### src/rtl/sc_pkg.sv
// Shared constants and state encoding for the stochastic-to-binary converter.
// The N/POW2N/saturation values describe the default 12-bit configuration.
package sc_pkg;

    localparam int N     = 12;
    localparam int POW2N = 1 << N;

    // Bipolar saturation limits for the default N: +4095 and -4096 (0x1000).
    localparam logic signed [N:0] BIP_SAT_MAX = (N+1)'(POW2N - 1);
    localparam logic signed [N:0] BIP_SAT_MIN = (N+1)'(POW2N);

    typedef enum logic {
        IDLE  = 1'b0,
        COUNT = 1'b1
    } state_t;

endpackage

### src/rtl/sc_bit_counter.sv
// Window counters: total accepted bits (seen) and accepted ones (ones).
// terminal flags the accepted bit that brings seen up to 2^N.
module sc_bit_counter #(
    parameter int N = 12
) (
    input  logic         clock_s,
    input  logic         reset,
    input  logic         clear,
    input  logic         enable,
    input  logic         bit_in,
    output logic [N:0]   ones,
    output logic         terminal
);

    localparam logic [N:0] LAST_SEEN = (N+1)'((1 << N) - 1);

    logic [N:0] seen;

    assign terminal = enable && (seen == LAST_SEEN);

    always_ff @(posedge clock_s) begin
        if (reset || clear) begin
            seen <= '0;
            ones <= '0;
        end else if (enable) begin
            seen <= seen + (N+1)'(1);
            ones <= ones + (N+1)'(bit_in);
        end
    end

endmodule

### src/rtl/sc_to_bin.sv
// Converts a 2^N-bit stochastic bitstream into an N+1 bit binary value,
// unipolar (count of ones) or bipolar (2*ones - 2^N, saturated).
module sc_to_bin #(
    parameter int N       = 12,
    parameter bit BIPOLAR = 1'b0
) (
    input  logic         clock_s,
    input  logic         reset,
    input  logic         start,
    input  logic         bit_in,
    input  logic         bit_valid,
    output logic [N:0]   out,
    output logic         out_valid,
    output logic         busy
);
    import sc_pkg::*;

    localparam int POW2 = 1 << N;

    state_t      state;
    state_t      state_next;
    logic        clear;
    logic        enable;
    logic        terminal;
    logic [N:0]  ones;
    logic [N:0]  ones_final;

    // 2*ones - 2^N needs N+2 signed bits; only ones == 2^N overflows N+1.
    function automatic logic signed [N:0] encode_bipolar(input logic [N:0] cnt);
        logic signed [N+2:0] twice;
        twice = $signed({1'b0, cnt, 1'b0}) - $signed((N+3)'(POW2));
        if (cnt == (N+1)'(POW2))
            return (N+1)'(POW2 - 1);
        return twice[N:0];
    endfunction

    function automatic logic [N:0] encode(input logic [N:0] cnt);
        if (BIPOLAR)
            return encode_bipolar(cnt);
        return cnt;
    endfunction

    sc_bit_counter #(.N(N)) u_counter (
        .clock_s  (clock_s),
        .reset    (reset),
        .clear    (clear),
        .enable   (enable),
        .bit_in   (bit_in),
        .ones     (ones),
        .terminal (terminal)
    );

    // The closing bit is folded in here so the result lands one edge after it.
    assign ones_final = ones + (N+1)'(bit_in);
    assign busy       = (state == COUNT);

    always_comb begin
        state_next = state;
        clear      = 1'b0;
        enable     = 1'b0;
        case (state)
            IDLE: begin
                if (start) begin
                    state_next = COUNT;
                    clear      = 1'b1;
                end
            end
            COUNT: begin
                enable = bit_valid;
                if (terminal)
                    state_next = IDLE;
            end
            default: state_next = IDLE;
        endcase
    end

    always_ff @(posedge clock_s) begin
        if (reset) begin
            state     <= IDLE;
            out       <= '0;
            out_valid <= 1'b0;
        end else begin
            state     <= state_next;
            out_valid <= terminal;
            if (terminal)
                out <= encode(ones_final);
        end
    end

endmodule

### config.mk
export PLATFORM = sky130hd
export DESIGN_NAME = sc_to_bin
export DESIGN_NICKNAME = d
export VERILOG_FILES = /design/src/rtl/sc_pkg.sv /design/src/rtl/sc_bit_counter.sv /design/src/rtl/sc_to_bin.sv
export SDC_FILE = /design/constraint.sdc
export NUM_CORES = 1
export LEC_CHECK = 0
export CORE_MARGIN = 8
export CORE_UTILIZATION = 35
export CTS_CLUSTER_DIAMETER = 30
export DETAILED_ROUTE_END_ITERATION = 10
export SYNTH_ARGS = -nofsm -noshare
export SYNTH_HDL_FRONTEND = slang
export SYNTH_HIERARCHICAL = 1
export SYNTH_SLANG_ARGS = --single-unit
### constraint.sdc
create_clock -name clock_s -period 7.3 [get_ports clock_s]
set_input_delay 0.73 -clock clock_s [delete_from_list [all_inputs] [get_ports clock_s]]
set_output_delay 0.73 -clock clock_s [all_outputs]
set_load 0.03 [all_outputs]
==> run summary, run 1 <==
The count of yosys warnings during synthesis came out at 6. Of the total synthesized cell area, the portion taken by AND, OR, NAND and NOR gates is 29.4%. The repair_antennas step left the layout with diodes totalling 0. For this run, the top clock speed supported by timing is 277 MHz. Setup total negative slack on the finished layout was measured at 0 ns. Along the worst path, the maximum fanout reaches 27. met2 is the most crowded layer. For the count of TritonRoute iterations in the first routing pass, the log shows 4.

For the worst setup path, the data arrival time is 3.84 ns. The first global-routing pass estimated 7.21 mm of wire. The number of nets in the layout was 252. The die covers 8440 sq um.

The cell with the largest stage delay on the worst path was sky130_fd_sc_hd__or4_4. 20 I/O pins were placed. After clock tree synthesis, the clock-pin slew on the worst setup and hold paths is 0.07 ns.

The number of max-slew violations in the final report is 0. IR analysis of the VDD net gives a maximum drop of 0.0784 mV. The cell area that synthesis handed to floorplanning was 2010 sq um. The core region is 5540 sq um.

The total via count in the routed design is 1657. The fraction of synthesis flops using an asynchronous set or reset pin is 0%, and the global placer's final weighted congestion is 0.759. Number of register bits inferred by synthesis: 41. The cell area reported after detailed placement was 2260 sq um; the max-cap violation count was 0.

The logs give 3.34% for the global routing met3 resource utilization and 562 for the number of filler instances in the final layout. The root buffer cell chosen for the clock tree is sky130_fd_sc_hd__clkbuf_8. The pre-CTS setup slack came out at 3.37 ns.

The x dimension of the die works out to 91.9 um. For the number of hold-slack violations in the final timing report, the log shows 0. The actual transition at the worst max-transition pin was 0.738 ns; the aggregate global routing overflow was 0.

The time the final worst path needs with I/O delays and setup is 3.61 ns, and the post-detailed-placement half-perimeter wirelength is 2.84 mm. The count of mapped cells out of synthesis is 223. For this configuration, the core starts out at a cell density of 36.4%.

The worst clock skew came out at 0.00822 ns. For this run, the total global-route usage over all layers was measured as 10.3%. TritonCTS built the clock tree. The run gives 0 as the initial antenna violation count. The tools report the count of hold buffers inserted by post-cts repair as 0. Number of enable-type register cells in the synthesized netlist: 0. Across all hold checks on the routed design, the worst slack comes to 0.476 ns. Endpoint class of the critical path: a flop.

The critical path is of the in2reg type. The finished cells cover 2340 sq um. Number of global-route vias before repair: 1558.

Once routing completed, OpenROAD measured the worst setup slack at 3.69 ns. For this design the ratio of total power to cell area is 167 nW/um^2. Entering global routing, the biggest net connects 28 pins.

Dominant combinational cell family by area after synthesis: simple AND/OR/NAND/NOR gates. On the worst path, the slowest cell contributes a delay of 0.58 ns. Number of H-tree levels: 2.

After Yosys synthesis, full adders, half adders and majority gates account for 3.11% of the synthesized area. Signed area change from the synthesized netlist to the final layout: 16.4%. The critical path goes through clkdlybuf4s50_1 > and2_1 > nand3_2 > or4_4 > nor2_2 > buf_4 > or3b_2 > or4_1 > nand3_1. Of the cells placed in the final design, the portion with a size suffix greater than 1 is 7.85%. In this run the vertical extent of the chip is 91.9 um. Of the post-synthesis cell area, the part taken by muxes is 4.97%. The final critical-path share of the clock period was 49.4%. The floorplan has 27 rows.

For this design, the sink count on the clock tree is 41. Summing the sequential cell areas from Yosys gives 40.7% of the chip area. The average footprint of a synthesized cell came out at 9.03 sq um. The via-per-instance ratio is 5.28. The port buffer count is 19. The logs give 38 for the number of distinct standard cells referenced by the synthesized netlist and 0.711 nW for the leakage power of the design. The count of cells in the finished layout, fillers not included, comes to 314. STA classifies the critical path startpoint as an input pin. The met2 track demand over resource in global routing was 17.0%. The number of nets in the synthesized netlist is 233.

The flow ran to the end, and the final reports show no timing, DRC or antenna violations. Buffers added to address setup during post-CTS repair amount to 0. Once layout is complete, the utilization of the core stands at 42.3%. After detailed routing, the number of remaining DRC violations is 0. For met1 alone, demand over resource in global routing was 11.9%. In this run, post-CTS repair resized a total of 0 instances. For this block, the routed nets add up to 4.10 mm of wire. The later pin in the worst-skew pair is clocked with a latency of 0.29 ns. The final-report setup violation count was 0; the sum of internal, switching and leakage power was 0.392 mW. The initial detailed-routing violation count came out at 87. The maximum count of clock buffers along a single path came out at 2. Setup repair after global routing left no endpoint under its margin. Measured against its own limit, the worst slew margin works out to 50.7%. The required time of the critical path is 7.53 ns, and the total clock buffers created by CTS is 5.

After Yosys synthesis, XOR and XNOR cells account for 4.35% of the synthesized area. The min-delay analysis places its worst path in the category reg2reg. The primary flip-flop cell chosen by synthesis mapping was sky130_fd_sc_hd__dfxtp_1. The final antenna-violating net count is 0, and the count of placed standard cells including taps is 307.

The synthesized netlist devotes 14.0% of its cell area to compound gates. In the final routed layout, each cell accounts on average for 13.1 um.
-- state kept, by name, summed over array words and instances (netlist names) --
signal / count
u_counter/seen: 13
out: 13
u_counter/ones: 13
busy: 1
out_valid: 1
-- cell families after synthesis --
| family | after synthesis |
|---|---|
| AOI/OAI and AO/OA | 42 |
| xor gates and xnor gates | 10 |
| adders and majority gates | 5 |
| buffers and inverters | 14 |
| DFF | 41 |
| muxes | 10 |
| and+or+nand+nor | 101 |
-- cells in the final DEF (no fill, tap or decap), types with 5 or more instances in the layout --
cell	instances
sky130_fd_sc_hd__dfxtp_1	41
sky130_fd_sc_hd__ha_1	5
sky130_fd_sc_hd__or4_1	11
sky130_fd_sc_hd__a21oi_1	10
sky130_fd_sc_hd__o21ai_0	7
sky130_fd_sc_hd__or3_1	10
sky130_fd_sc_hd__nand3_1	8
sky130_fd_sc_hd__a311oi_1	6
sky130_fd_sc_hd__inv_1	6
sky130_fd_sc_hd__mux2i_1	10
sky130_fd_sc_hd__nand2_1	18
sky130_fd_sc_hd__nor2_1	22
sky130_fd_sc_hd__nor4_1	5
sky130_fd_sc_hd__clkbuf_8	6
sky130_fd_sc_hd__o31ai_1	10
sky130_fd_sc_hd__clkdlybuf4s50_1	19
sky130_fd_sc_hd__xor2_1	6
sky130_fd_sc_hd__nand4_1	6
-- synthesized netlist by cell type (6+ instances only) --
cell | instances | share of area, %
sky130_fd_sc_hd__or4_1 | 11 | 4.1
sky130_fd_sc_hd__xor2_1 | 6 | 2.6
sky130_fd_sc_hd__nand4_1 | 6 | 1.9
sky130_fd_sc_hd__mux2i_1 | 10 | 5.0
sky130_fd_sc_hd__a21oi_1 | 10 | 2.5
sky130_fd_sc_hd__nand2_1 | 18 | 3.4
sky130_fd_sc_hd__o21ai_0 | 7 | 1.7
sky130_fd_sc_hd__dfxtp_1 | 41 | 41
sky130_fd_sc_hd__nor2_1 | 23 | 4.3
sky130_fd_sc_hd__nand3_1 | 8 | 2.0
sky130_fd_sc_hd__a311oi_1 | 6 | 2.6
sky130_fd_sc_hd__or3_1 | 10 | 3.1
sky130_fd_sc_hd__inv_1 | 6 | 1.1
sky130_fd_sc_hd__o31ai_1 | 10 | 3.7
-- metal layers --
metal / share of wire, % / up-vias / wire length (um)
li1: - / 871 / -
met1: 48 / 754 / 1950
met2: 45 / 25 / 1850
met3: 5.4 / 7 / 220
met4: 1.7 / 0 / 70
met5: 0 / - / 0
-- worst max-delay path, delay by kind of cell --
kind | cells | cell delay, ns
and+or+nand+nor | 7 | 2.37
buffers and inverters | 2 | 0.73
-- worst paths after layout --
| check | slack (ns) | endpoint | cells past startpoint | startpoint |
|---|---|---|---|---|
| worst max-delay path | 3.69 | out[11]$_SDFFE_PP0P_ | 9 | bit_valid |
| worst min-delay path | 0.48 | out[9]$_SDFFE_PP0P_ | 2 | out[9]$_SDFFE_PP0P_ |
| worst max register to register | 4.17 | out[11]$_SDFFE_PP0P_ | 8 | busy$_SDFF_PP0_ |
| worst min register to register | 0.48 | out[9]$_SDFFE_PP0P_ | 2 | out[9]$_SDFFE_PP0P_ |
-- layout make-up --
cell class              instances  area [sq um]  share of cell area (%)
well taps                      72          90.1                    3.84
repair buffers                 20           198                    8.43
inverters                       6          22.5                   0.961
flip-flops and latches         41           821                    35.0
multi-input cells             168          1130                    48.1
clock buffers                   7          86.3                    3.68
-- power by group --
| group | switching (mW) | internal (mW) | total, mW |
|---|---|---|---|
| Clock | 0.0754 | 0.0751 | 0.150 |
| Combinational | 0.0102 | 0.00650 | 0.0167 |
| Sequential | 0.000951 | 0.224 | 0.225 |
| Total | 0.0865 | 0.306 | 0.392 |
(Power assumes the default switching activity.)
==> inputs of run 2 (changes only) <==
clock period = 3.5 ns   (was 7.3 ns; I/O delays follow)
==> run summary, run 2 (synthesis results as in run 1) <==
The x dimension of the die came out at 91.9 um. The die covers 8440 sq um. After layout, the worst path uses 69.2% of the clock period. The via-per-instance ratio is 5.31, and the clock network latency to the later pin of the worst-skew pair is 0.28 ns. The required time of the critical path was 3.73 ns. Setup repair after global routing left no endpoint under its margin. Root buffer cell: sky130_fd_sc_hd__clkbuf_8. The area growth from synthesis to layout is 17.1%.

The leakage power of the design is 0.721 nW, and the initial antenna violation count is 0. Counting every sink on the clock net gives 41. After detailed routing, the average wire length per cell comes to 13.1 um.

In this run the worst path has a maximum fanout of 7. In this run the core area contains 27 standard-cell rows. Hold repair after CTS inserted 0 buffers. The top cell types in the final layout, fill and taps aside, are sky130_fd_sc_hd__dfxtp_1 (41), sky130_fd_sc_hd__nor2_1 (22), sky130_fd_sc_hd__clkdlybuf4s50_1 (19), sky130_fd_sc_hd__nand2_1 (18), sky130_fd_sc_hd__or4_1 (11). The tools report the number of hold-slack violations in the final timing report as 0.

The ratio of cells with drive above 1 in the final layout was 8.61%; the final-report setup violation count was 0. The H-tree was split into 2 levels. Summed over all layers, the routed wires come to 4.13 mm. The power density of the placed cells is 345 nW/um^2, and the number of nets in the layout is 254. For this run the aggregate overflow at the end of global routing stands at 0. The clock edge transition at the registers on the reported setup and hold paths was 0.08 ns. The number of setup buffers added after CTS is 0.

Across the routed clock network, the largest skew measured is 0.00847 ns. Max-cap violations in this run came to 0. TritonCTS built the clock tree. In this run the count of I/O pins placed on the die edge is 20. Counting the buffers created by CTS gives 5. The detailed router finished its first iteration with 95 violations.

The logs give 2.65 ns for the arrival time at the worst endpoint and 573 for the number of filler instances in the final layout. The largest registers in the layout are out: 13 flops, u_counter/ones: 13 flops, u_counter/seen: 13 flops. For the number of global-route vias before repair, the log shows 1614.

The min-delay analysis places its worst path in the category reg2reg. The run finished with clean final reports. Measured along the y axis, the die boundary spans 91.9 um.

The longest clock path from root to sink contains 2 buffers. The run gives 42.6% as the share of the core filled with cells in the final layout. Port buffering added 19 buffers. The worst vdd rail ir drop was 0.185 mV; the all-layer global routing usage was 10.0%.

The time the final worst path needs with I/O delays and setup is 2.42 ns, and the number of max-slew violations in the final report is 0. Summing over every cut layer, the via total after detailed routing is 1678. The relative slew slack is 68.7%.

The total area inside the core boundary comes to 5540 sq um. STA classifies the critical path endpoint as a flop. Final hold analysis gives a worst-case slack of 0.471 ns.

The tools report the wire length of the first global-routing pass as 7.29 mm. For this configuration, the core starts out at a cell density of 36.4%. The logs give 0 for the number of antenna cells inserted and 0 for the post-route DRC violation count.

Entering global routing, the biggest net connects 27 pins. The run gives 0 as the final antenna-violating net count. For the post-detailed-placement half-perimeter wirelength, the log shows 2.89 mm. The tools report the setup total negative slack as 0 ns. The setup path with the least slack is of type reg2reg. At the end of routability-driven placement, the weighted congestion stood at 0.734. The quantity of gates resized following cts is 0. The actual transition at the worst max-transition pin was 0.468 ns. Count of TritonRoute iterations in the first routing pass: 4. The library cell used most frequently in the layout, excluding fill and tap cells, is sky130_fd_sc_hd__dfxtp_1.

Timing would allow up to 413 MHz. The worst setup path is launched from a flop.
[run 2: changes by cell type in the layout (fill, tap and decap cells not counted), sizes merged]
| cell | change |
|---|---|
| buf | +2 |
[run 2: area by class of cell]
type | instances | area, sq um | share of cell area (%)
repair buffers | 22 | 213 | 9.01
multi-input cells | 168 | 1130 | 47.8
clock buffers | 7 | 86.3 | 3.66
inverters | 6 | 22.5 | 0.954
flip-flops and latches | 41 | 821 | 34.8
well taps | 72 | 90.1 | 3.82
[run 2: per-stage QoR]
step                      power, mW  setup WS (ns)  instances  instance area (sq um)
after floorplan               0.504          0.909        223                   2010
after global placement        0.518          0.791        309                   2270
after detailed placement      0.518          0.786        309                   2270
after CTS                     0.827           1.07        316                   2360
after global routing          0.851          0.951        316                   2360
final                         0.814           1.08        316                   2360
[run 2: power by group]
group          switching [mW]  total (mW)  internal (mW)
logic                  0.0214      0.0365         0.0151
clock network           0.151       0.308          0.157
registers             0.00207       0.470          0.468
[run 2: metal layers]
metal  wire, um  track usage (%)  vias up
li1           -                -      870
met1       2060             12.2      780
met2       1840             16.4       23
met3        194             3.18        5
met4         34             3.22        0
met5          0                0        -
[run 2: final timing paths]
kind	slack (ns)	start	to	cells after the start
max	1.08	u_counter/seen[0]$_SDFFE_PP0P_	out[11]$_SDFFE_PP0P_	7
min	0.47	u_counter/seen[11]$_SDFFE_PP0P_	u_counter/seen[11]$_SDFFE_PP0P_	2
max reg2reg	1.08	u_counter/seen[0]$_SDFFE_PP0P_	out[11]$_SDFFE_PP0P_	7
min reg2reg	0.47	u_counter/seen[11]$_SDFFE_PP0P_	u_counter/seen[11]$_SDFFE_PP0P_	2
[run 2: critical path, stage by stage, from the launching register on]
cell and delay (ns):
sky130_fd_sc_hd__dfxtp_1 0.38, sky130_fd_sc_hd__ha_1 0.25, sky130_fd_sc_hd__nand3_2 0.16, sky130_fd_sc_hd__or4_4 0.56, sky130_fd_sc_hd__nor2_2 0.11, sky130_fd_sc_hd__or3b_2 0.43, sky130_fd_sc_hd__or4_1 0.40, sky130_fd_sc_hd__nand3_1 0.09
